===== src/rtl/branch_resolver.sv =====
// Execute-stage branch resolver: decodes the comparator flags into a branch outcome, flags mispredictions,
// redirects fetch and holds a fixed-length flush. Optional stats counters are enabled by `define BRANCH_STATS_EN.
module branch_resolver #(
  parameter int PC_W         = 32,
  parameter int FLUSH_CYCLES = 2
) (
  input  logic            clk,
  input  logic            rst_n,
  input  logic            valid_in,
  output logic            ready_in,
  input  logic [2:0]      br_type,
  input  logic            zero,
  input  logic            positive,
  input  logic            negative,
  input  logic [PC_W-1:0] pc_in,
  input  logic [PC_W-1:0] target_in,
  input  logic            pred_taken,
  output logic            resolved_valid,
  output logic            resolved_taken,
  output logic            mispredict,
  output logic            redirect_valid,
  output logic [PC_W-1:0] redirect_pc,
  output logic            flush,
  output logic            flag_err,
  output logic [31:0]     branch_count,
  output logic [31:0]     mispredict_count
);

  typedef enum logic {IDLE, FLUSH} state_t;

  state_t     state, state_next;
  logic [3:0] cnt, cnt_next;
  logic       accept;
  logic       flags_onehot;
  logic       taken_next;
  logic       mispred_next;

  assign accept = valid_in && ready_in;

  // Conditional branches with inconsistent comparator flags are forced not-taken.
  always_comb begin
    flags_onehot = 1'b0;
    case ({zero, positive, negative})
      3'b100, 3'b010, 3'b001: flags_onehot = 1'b1;
      default:                flags_onehot = 1'b0;
    endcase

    taken_next = 1'b0;
    case (br_type)
      3'd0:    taken_next = zero;
      3'd1:    taken_next = !zero;
      3'd2:    taken_next = positive;
      3'd3:    taken_next = negative;
      3'd4:    taken_next = zero | positive;
      3'd5:    taken_next = zero | negative;
      3'd6:    taken_next = 1'b1;
      default: taken_next = 1'b0;
    endcase
    if (!flags_onehot && (br_type < 3'd6))
      taken_next = 1'b0;

    mispred_next = taken_next ^ pred_taken;
  end

  always_ff @(posedge clk) begin
    if (!rst_n) begin
      state <= IDLE;
      cnt   <= 4'd0;
    end else begin
      state <= state_next;
      cnt   <= cnt_next;
    end
  end

  // The counter holds the number of flush cycles still to go after the current one.
  always_comb begin
    state_next = state;
    cnt_next   = cnt;
    case (state)
      IDLE: begin
        if (accept && mispred_next) begin
          state_next = FLUSH;
          cnt_next   = 4'(FLUSH_CYCLES - 1);
        end
      end
      FLUSH: begin
        if (cnt == 4'd0)
          state_next = IDLE;
        else
          cnt_next = cnt - 4'd1;
      end
      default: state_next = IDLE;
    endcase
  end

  always_comb begin
    ready_in = (state == IDLE);
    flush    = (state == FLUSH);
  end

  always_ff @(posedge clk) begin
    if (!rst_n) begin
      resolved_valid <= 1'b0;
      resolved_taken <= 1'b0;
      mispredict     <= 1'b0;
      redirect_valid <= 1'b0;
      redirect_pc    <= '0;
      flag_err       <= 1'b0;
    end else begin
      resolved_valid <= accept;
      redirect_valid <= accept && mispred_next;
      flag_err       <= accept && !flags_onehot;
      if (accept) begin
        resolved_taken <= taken_next;
        mispredict     <= mispred_next;
        redirect_pc    <= taken_next ? target_in : pc_in + PC_W'(4);
      end
    end
  end

`ifdef BRANCH_STATS_EN
  always_ff @(posedge clk) begin
    if (!rst_n) begin
      branch_count     <= 32'd0;
      mispredict_count <= 32'd0;
    end else if (accept) begin
      branch_count <= branch_count + 32'd1;
      if (mispred_next)
        mispredict_count <= mispredict_count + 32'd1;
    end
  end
`else
  assign branch_count     = 32'd0;
  assign mispredict_count = 32'd0;
`endif

endmodule


===== config.mk =====
export PLATFORM = sky130hd
export DESIGN_NAME = branch_resolver
export DESIGN_NICKNAME = d
export VERILOG_FILES = /design/src/rtl/branch_resolver.sv
export SDC_FILE = /design/constraint.sdc
export NUM_CORES = 1
export LEC_CHECK = 0
export ABC_CLOCK_PERIOD_IN_PS = 5220
export BUFFER_PORTS_ARGS = -buffer_cell sky130_fd_sc_hd__buf_2
export CAP_MARGIN = 20
export CORE_ASPECT_RATIO = 0.5
export CORE_MARGIN = 1
export CORE_UTILIZATION = 47
export DETAILED_ROUTE_END_ITERATION = 6
export GPL_TIMING_DRIVEN = 0
export PLACE_DENSITY = 0.86
export REMOVE_ABC_BUFFERS = 1
export SLEW_MARGIN = 0
export SYNTH_ARGS = -nofsm -noshare
export SYNTH_HDL_FRONTEND = slang
export SYNTH_SLANG_ARGS = --single-unit

===== constraint.sdc =====
create_clock -name clk -period 5.22 [get_ports clk]
set_clock_uncertainty 0.1 [all_clocks]
set_input_delay 1.044 -clock clk [delete_from_list [all_inputs] [get_ports clk]]
set_output_delay 1.044 -clock clk [all_outputs]
set_load 0.005 [all_outputs]

* Yosys cells after proc, flatten, opt, wreduce, memory -nomap -nowiden
Index checks and enable logic that the tools add are counted.
** Cells by class
- $add $sub $neg :: 2
- $mul :: 0
- Divide/modulo/power cells :: 0
- $lt $le $gt $ge :: 1
- Equality and inequality tests :: 11
- Shift operators :: 0
- Multiplexer cells :: 10
- Bitwise logic cells :: 4
- Reductions and logical operators :: 10
** Operators by type and width (number)
- 32-bit by 3-bit adder with 32-bit output, second input constant :: 1
- 32-bit two-way mux :: 1
- 3-bit == test, second input constant :: 4
- 3-bit by 2-bit == test with 1-bit output, second input constant :: 3
- 4-bit two-way mux :: 2
- 4-bit one-hot mux with 2 select lines :: 1
- 1-bit one-hot mux with 7 select lines :: 1
- 3-bit by 1-bit == test with 1-bit output, second input constant :: 2
- 1-bit logical AND :: 4
- 4-bit zero test :: 1
- 1-bit two-way mux :: 4
- 4-bit by 1-bit subtractor with 4-bit output, second input constant :: 1
- 3-bit zero test :: 1
- 3-bit < comparator, second input constant :: 1
- 3-bit OR reduction :: 1
- 1-bit zero test :: 2
- 2-bit by 1-bit inequality test with 1-bit output, second input constant :: 1
- 2-bit inequality test, second input constant :: 1
- 1-bit OR :: 2
- 1-bit one-hot mux with 2 select lines :: 1
- 2-bit AND reduction :: 1
- 1-bit NOT :: 1
- 1-bit XOR :: 1
** Word-level totals
- Register bits after elaboration :: 42
- Latch bits :: 0
- RAM bits :: 0
- ROM bits :: 0
- Input port bits :: 74
- Output and inout bits :: 103
- Memories :: 0

* Depth between registers and ports, before layout
Gate-level depths: netlist of run 1.
- Word-level depth :: 10
- Mapped depth :: 7
- Gate-level depth less buffers :: 6

* Worst setup path before layout of run 1
Ideal clock, no wire load.
- Path type :: in2reg
- From :: in positive
- To :: reg redirect_pc[13]
- Library setup time :: 0.127 ns
- Arrival time :: 2.516 ns
- Slack :: 2.477 ns
- Stages :: 7
- Buffers on the path :: 2
- Cells stage by stage :: nor4b_1 > o311a_1 > or4_1 > buf_2 > buf_2 > nand4_1 > o211ai_1
** Between the ends
- Word-level cells in the longest chain between the ends :: 7
** RTL lines
- start: declaration :: line 13 : input logic positive,
- 3-bit == test, or another cell as far along :: line 43 : case ({zero, positive, negative})
- 3-bit OR reduction :: line 43
- 1-bit two-way mux :: line 43
- 1-bit zero test :: line 59 : if (!flags_onehot && (br_type < 3'd6))
- 1-bit logical AND :: line 59
- 1-bit two-way mux (*) :: line 59
- 32-bit two-way mux (*) :: line 116 : redirect_pc <= taken_next ? target_in : pc_in + PC_W'(4);
- end signal: assignment :: line 116
- end: declaration :: line 22 : output logic [PC_W-1:0] redirect_pc,
Every way passes the cells marked *; elsewhere a longest branch is shown, timed or not.
A chain may end at the register's enable or synchronous reset.

* Final worst setup path of run 1
- From :: in positive
- To :: reg redirect_pc[18]
Same word-level chain as after synthesis.

==> run metrics, run 1 <==
pre-CTS WS 1.67 ns; f_max 0.305 GHz; Unique masters post-synth 46; via count 2,855; H-Tree Depth 2; dpl hpwl 5450 um; largest net degree at the start of global routing 32; Arrival @ worst endpoint 3.38 ns; CTS max path bufs 2; Logic pwr share 23.2%; synthesized area 0.00292 mm2; Final Cycle Share 62.7%; TritonRoute pass-1 iters 5; critical path endpoint category flop; R2R Path Start flush; TritonCTS buffer count 5; CP Launch Type input port; fin util 60.2%; Met1 Wirelength 3240 um; most common cell after layout, fill and taps aside buf_2; worst hold path class flop to flop; DIE AREA 0.00654 mm2; Ys Warns 0; CP Max Fanout 18; Main synth FF type dfxtp_1; RePlAce Congestion 0.796; critical path class input port to flop; drt drc 0; count of final setup violators 0; CTS tree built; # IOs 177; Slew HR 36.8%; PwrDens 254 mW/mm2; required time worst endpoint 5.32 ns; Crit path depth 7; fin nets 544; Starting Density 50.9%; first-pass GRT wire length 11,700 um; Leak 1.61 nW; Slowest cell on crit path nor4_4; Root Buffer clkbuf_16; setup ws final 1.94 ns; highest-count cells in the layout ignoring fill and taps 112 x buf_2, 64 x conb_1, 42 x dfxtp_1, 32 x nand2_1, 27 x xnor2_1; reg-to-reg setup timing slack 2.86 ns; Sw Ratio 28.6%; placed insts 545; Vias/cell 5.18; fin crit period 3.28 ns; worst setup path startpoint positive; Inserted Diodes 0; Syn Inst Count 367; Net Sw Power 0.251 mW; R2R depth 5; Seq/Total Area, Yosys 28.8%; met3 wire len 489 um; CP delay by family, top simple AND/OR/NAND/NOR gates; clock power share 35.2%; TNS Setup 0 ns; uppermost layer routed met4; clock-pin slew on the worst setup and hold paths 0.06 ns; Total GRT Usage 22.7%; routed len/inst 13.5 um; Cell Count, Final, Fillers Out 551; Cell Rows 19; layout cells sized above 1 27.2%; Post-synth ARST share 0%; metal2 WL 3570 um; CTS hold repair buffers 0; CTS resizes 0; area growth from synthesis to layout 18.2%; initial antenna violation count 0; crit-path max cell delay 0.84 ns; endpoints failing hold 0; Setup Buffers After CTS 0; cell breakdown of the critical path buf_2, nor4b_1, o311a_1, nor4_4, buf_8, nand2_2, o211ai_1; antenna-violating nets left 0; number of flops mapped to enable cells by yosys 0; sinks on the clock net 42; WHS 0.355 ns; CP bufs+invs 2; Slew @ Worst Pin 0.941 ns; Critical Path End redirect_pc[18]; DIE HEIGHT 57.7 um; Worst VDD drop 0.000128 V; GRT overflow 0; Core Region 0.00573 mm2; I/O Buffers 112; synthesized area per cell 7.95 um2; # Max-Cap Violations 0; Post-Route WL 7410 um; cell internal pwr 0.624 mW; clk_lat worst skew 0.28 ns; Critical R2R Capture redirect_pc[18]; register share of total power 41.6%; initial DRC count 208; Fillers 520; status complete, no violations; vias in the first global route 2,431; RSZ-0062 raised after global routing false; Seq cells post-synth 42; final slew viol count 0; Die Wd 113 um
cells by family after synthesis:
logic type	Yosys count	share of synthesized area, %
multiplexers	7	2.40
AO/OA/AOI/OAI	67	16.0
XOR/XNOR	30	9.01
buffers and inverters	96	20.9
other	1	0.129
adder cells (fa/ha/maj)	2	0.858
AND/OR/NAND/NOR	122	21.8
flip-flops	42	28.8
stage by stage:
| step | area [um2] | power [mW] |
|---|---|---|
| global route | 3450 | 0.916 |
| global placement | 3250 | 0.560 |
| floorplan | 2590 | 0.473 |
| detailed placement | 3310 | 0.570 |
| CTS | 3450 | 0.872 |
| finish | 3450 | 0.875 |
layer usage:
metal | track usage [%] | vias up
li1 | - | 1371
met1 | 27.4 | 1331
met2 | 40.2 | 142
met3 | 5.23 | 11
met4 | 8.08 | 0
met5 | 0 | -
worst min-delay path by stage:
stage,from,to,slack (ns),cells after the start
6_report,redirect_pc[11],redirect_pc[11],0.35,2
5_1_grt,redirect_pc[11],redirect_pc[11],0.38,2
4_1_cts,redirect_pc[11],redirect_pc[11],0.36,2
3_5_place_dp,redirect_pc[11],redirect_pc[11],0.35,2
3_3_place_gp,redirect_pc[12],redirect_pc[12],0.34,2
2_1_floorplan,redirect_pc[11],redirect_pc[11],0.35,2
synth_stat cells (2+ instances only):
cell | n | area share [%]
a211oi_1 | 2 | 0.51
a2bb2oi_1 | 12 | 3.6
a31oi_1 | 6 | 1.3
and3_1 | 4 | 0.86
and4_1 | 3 | 0.90
buf_2 | 5 | 0.86
buf_4 | 65 | 17
clkbuf_1 | 13 | 1.7
dfxtp_1 | 42 | 29
ha_1 | 2 | 0.86
inv_1 | 11 | 1.4
mux2i_1 | 7 | 2.4
nand2_1 | 32 | 4.1
nand2b_1 | 4 | 0.86
nand3_1 | 26 | 4.5
nand4_1 | 12 | 2.6
nor2_1 | 11 | 1.4
nor2b_1 | 3 | 0.64
nor3_1 | 9 | 1.5
nor3b_1 | 2 | 0.51
nor4_1 | 6 | 1.3
nor4b_1 | 2 | 0.60
o211ai_1 | 6 | 1.5
o21ai_0 | 17 | 2.9
o21ai_1 | 4 | 0.69
o22ai_1 | 12 | 2.6
or3_1 | 2 | 0.43
xnor2_1 | 27 | 8.1
xor2_1 | 3 | 0.90
worst reg2reg max path: stages, from the launching register on:
cell and delay [ns]:
dfxtp_1 0.39, nor2b_2 0.55, nand2_1 0.42, inv_1 0.28, nand2_2 0.28, o211ai_1 0.27
area by class of cell:
cell class | instances | area [um2] | share of cell area, %
Sequential cell | 42 | 841 | 24.4
Tap cell | 84 | 105 | 3.05
Inverter | 12 | 45.0 | 1.31
Clock buffer | 6 | 139 | 4.03
Timing Repair Buffer | 115 | 606 | 17.6
Multi-Input combinational cell | 292 | 1710 | 49.7
power groups by stage:
stage / logic (mW) / clock network [mW] / registers (mW)
after global placement: 0.191 / 0 / 0.369
final: 0.203 / 0.308 / 0.364
after floorplan: 0.101 / 0 / 0.372
after CTS: 0.201 / 0.307 / 0.364
after detailed placement: 0.200 / 0 / 0.370
after global routing: 0.225 / 0.325 / 0.367
sequential cells by signal, indices dropped and copies added, names as in the netlist:
register        flops
redirect_pc        32
cnt                 4
flag_err            1
flush               1
mispredict          1
redirect_valid      1
resolved_taken      1
resolved_valid      1
(Power assumes the default switching activity.)
==> inputs of run 2 (changes only) <==
ABC_CLOCK_PERIOD_IN_PS = 2800   (was 5220)
CORE_UTILIZATION = 40   (was 47)
PLACE_DENSITY = 0.78   (was 0.86)
clock period = 2.8 ns   (was 5.22 ns; I/O delays follow)
==> run 2 against run 1 <==
Net effect:
- register-to-register slack worse by 2.4 ns
- setup slack got worse by 1.7 ns
- cell count grew 2.0%
- hold slack gained 0.0045 ns
- combinational power up 88%
- via count shrank 2.6%
- critical path depth shrank 1
==> run metrics, run 2 (same netlist as run 1, synthesis figures left out) <==
status complete, no violations; dpl hpwl 5410 um (-0.74%); final slew viol count 0 (unchanged); Cell Count, Final, Fillers Out 562 (+2.0%); TNS Setup 0 ns (unchanged); DIE HEIGHT 62.4 um (+8.1%); Regs by FF count redirect_pc (32), cnt (4); # IOs 177 (unchanged); max reg flops 32 (unchanged); Root Buffer clkbuf_16; clock-pin slew on the worst setup and hold paths 0.06 ns (about the same); Worst VDD drop 0.000221 V (+73%); R2R depth 5 (unchanged); critical path endpoint category flop; routed len/inst 12.8 um (-4.6%); CTS resizes 0 (unchanged); WHS 0.359 ns (+0.00454 ns); antenna-violating nets left 0 (unchanged); placed insts 554 (+1.7%); CTS hold repair buffers 0 (unchanged); cell breakdown of the critical path buf_2, nor4b_1, o311a_1, or4_1, o211ai_2, a311oi_1; I/O Buffers 112 (unchanged); GRT overflow 0 (unchanged); endpoints failing hold 0 (unchanged); setup ws final 0.268 ns (-1.68 ns); sinks on the clock net 42 (unchanged); vias in the first global route 2,414 (-0.70%); Leak 1.63 nW (+0.95%); Die Wd 123 um (+8.2%); fin nets 545 (+0.18%); Setup Buffers After CTS 0 (unchanged); Slowest cell on crit path or4_1; drt drc 0 (unchanged); count of final setup violators 0 (unchanged); Critical R2R Capture redirect_pc[24]; TritonCTS buffer count 5 (unchanged); largest net degree at the start of global routing 32 (unchanged); Final Cycle Share 90.4%; initial antenna violation count 0 (unchanged); CP bufs+invs 1 (-1); highest-count cells in the layout ignoring fill and taps 112 x buf_2, 64 x conb_1, 42 x dfxtp_1, 32 x nand2_1, 27 x xnor2_1; f_max 0.395 GHz; Core Region 0.00686 mm2 (+20%); CP Max Fanout 15 (-3); CTS max path bufs 2 (unchanged); Post-Route WL 7220 um (-2.7%); Vias/cell 4.95 (-4.5%); Slew @ Worst Pin 0.812 ns (-0.129 ns); Inserted Diodes 0 (unchanged); crit-path max cell delay 0.85 ns (about the same); R2R Path Start flush; clk_lat worst skew 0.28 ns (about the same); required time worst endpoint 2.86 ns (-2.46 ns); worst hold path class flop to flop; area growth from synthesis to layout 19.8%; Total GRT Usage 18.8% (-3.9 points); largest register by flop count redirect_pc; Arrival @ worst endpoint 2.59 ns (-0.79 ns); most common cell after layout, fill and taps aside buf_2; Tot Pwr 1.71 mW (+96%); pre-CTS WS -0.0408 ns (-1.71 ns); Cell Rows 21 (+2); RSZ-0062 raised after global routing false; Starting Density 42.5% (-8.4 points); CTS tree built; CP delay by family, top simple AND/OR/NAND/NOR gates; initial DRC count 121 (-42%); RePlAce Congestion 0.837 (+5.1%); TritonRoute pass-1 iters 4 (-1); H-Tree Depth 2 (unchanged); PwrDens 490 mW/mm2 (+93%); DIE AREA 0.00766 mm2 (+17%); CP Launch Type input port; critical path class input port to flop; # Max-Cap Violations 0 (unchanged); via count 2,782 (-2.6%); fin crit period 2.53 ns; layout cells sized above 1 27.2% (+0.039 points); first-pass GRT wire length 11,400 um (-2.0%); hold depth 2 (unchanged); reg-to-reg setup timing slack 0.46 ns (-2.40 ns); hold endpoint redirect_pc[11]; Slew HR 45.4% (+8.6 points); hold path start redirect_pc[11]
-- run 2: tightest hold or removal path: stages, from the launching register on --
cell,delay (ns)
dfxtp_1,0.31
nand3_1,0.06
o21ai_1,0.05
-- run 2: worst max-delay path by stage --
stage / start / slack, ns / depth (start not counted) / end
2_1_floorplan: positive / -0.75 / 5 / redirect_pc[13]
3_3_place_gp: positive / -2.02 / 6 / redirect_pc[15]
3_5_place_dp: positive / -0.04 / 6 / cnt[2]
4_1_cts: positive / 0.26 / 6 / cnt[2]
5_1_grt: positive / 0.16 / 6 / cnt[2]
6_report: positive / 0.27 / 6 / cnt[2]
-- run 2: metal layers --
layer  wire length, um  up-vias  global-route usage [%]
met3               460        9                    3.83
met1              3010     1286                    22.6
li1                  -     1377                       -
met5                 0        -                       0
met4               104        0                    6.25
met2              3640      110                    33.3
-- run 2: through the flow --
step	instance area, um2	util, %
after global placement	3260	47.6
after detailed placement	3330	48.6
after global routing	3490	50.9
final	3490	50.9
after floorplan	2590	-
after CTS	3490	50.9
-- run 2: where the power goes --
part           leakage [nW]  switching [mW]  internal (mW)  total (mW)
Sequential            0.346          0.0260          0.650       0.676
Clock                0.0781           0.233          0.422       0.655
Combinational          1.20           0.211          0.171       0.381
-- run 2: area by class of cell --
cell class                 count  area [um2]
inverter                      12        45.0
timing repair buffer         116         617
fill                         672        3360
clock inverter                 1        30.0
tap                           92         115
clock buffer                   7         133
sequential                    42         841
multi-input combinational    292        1710
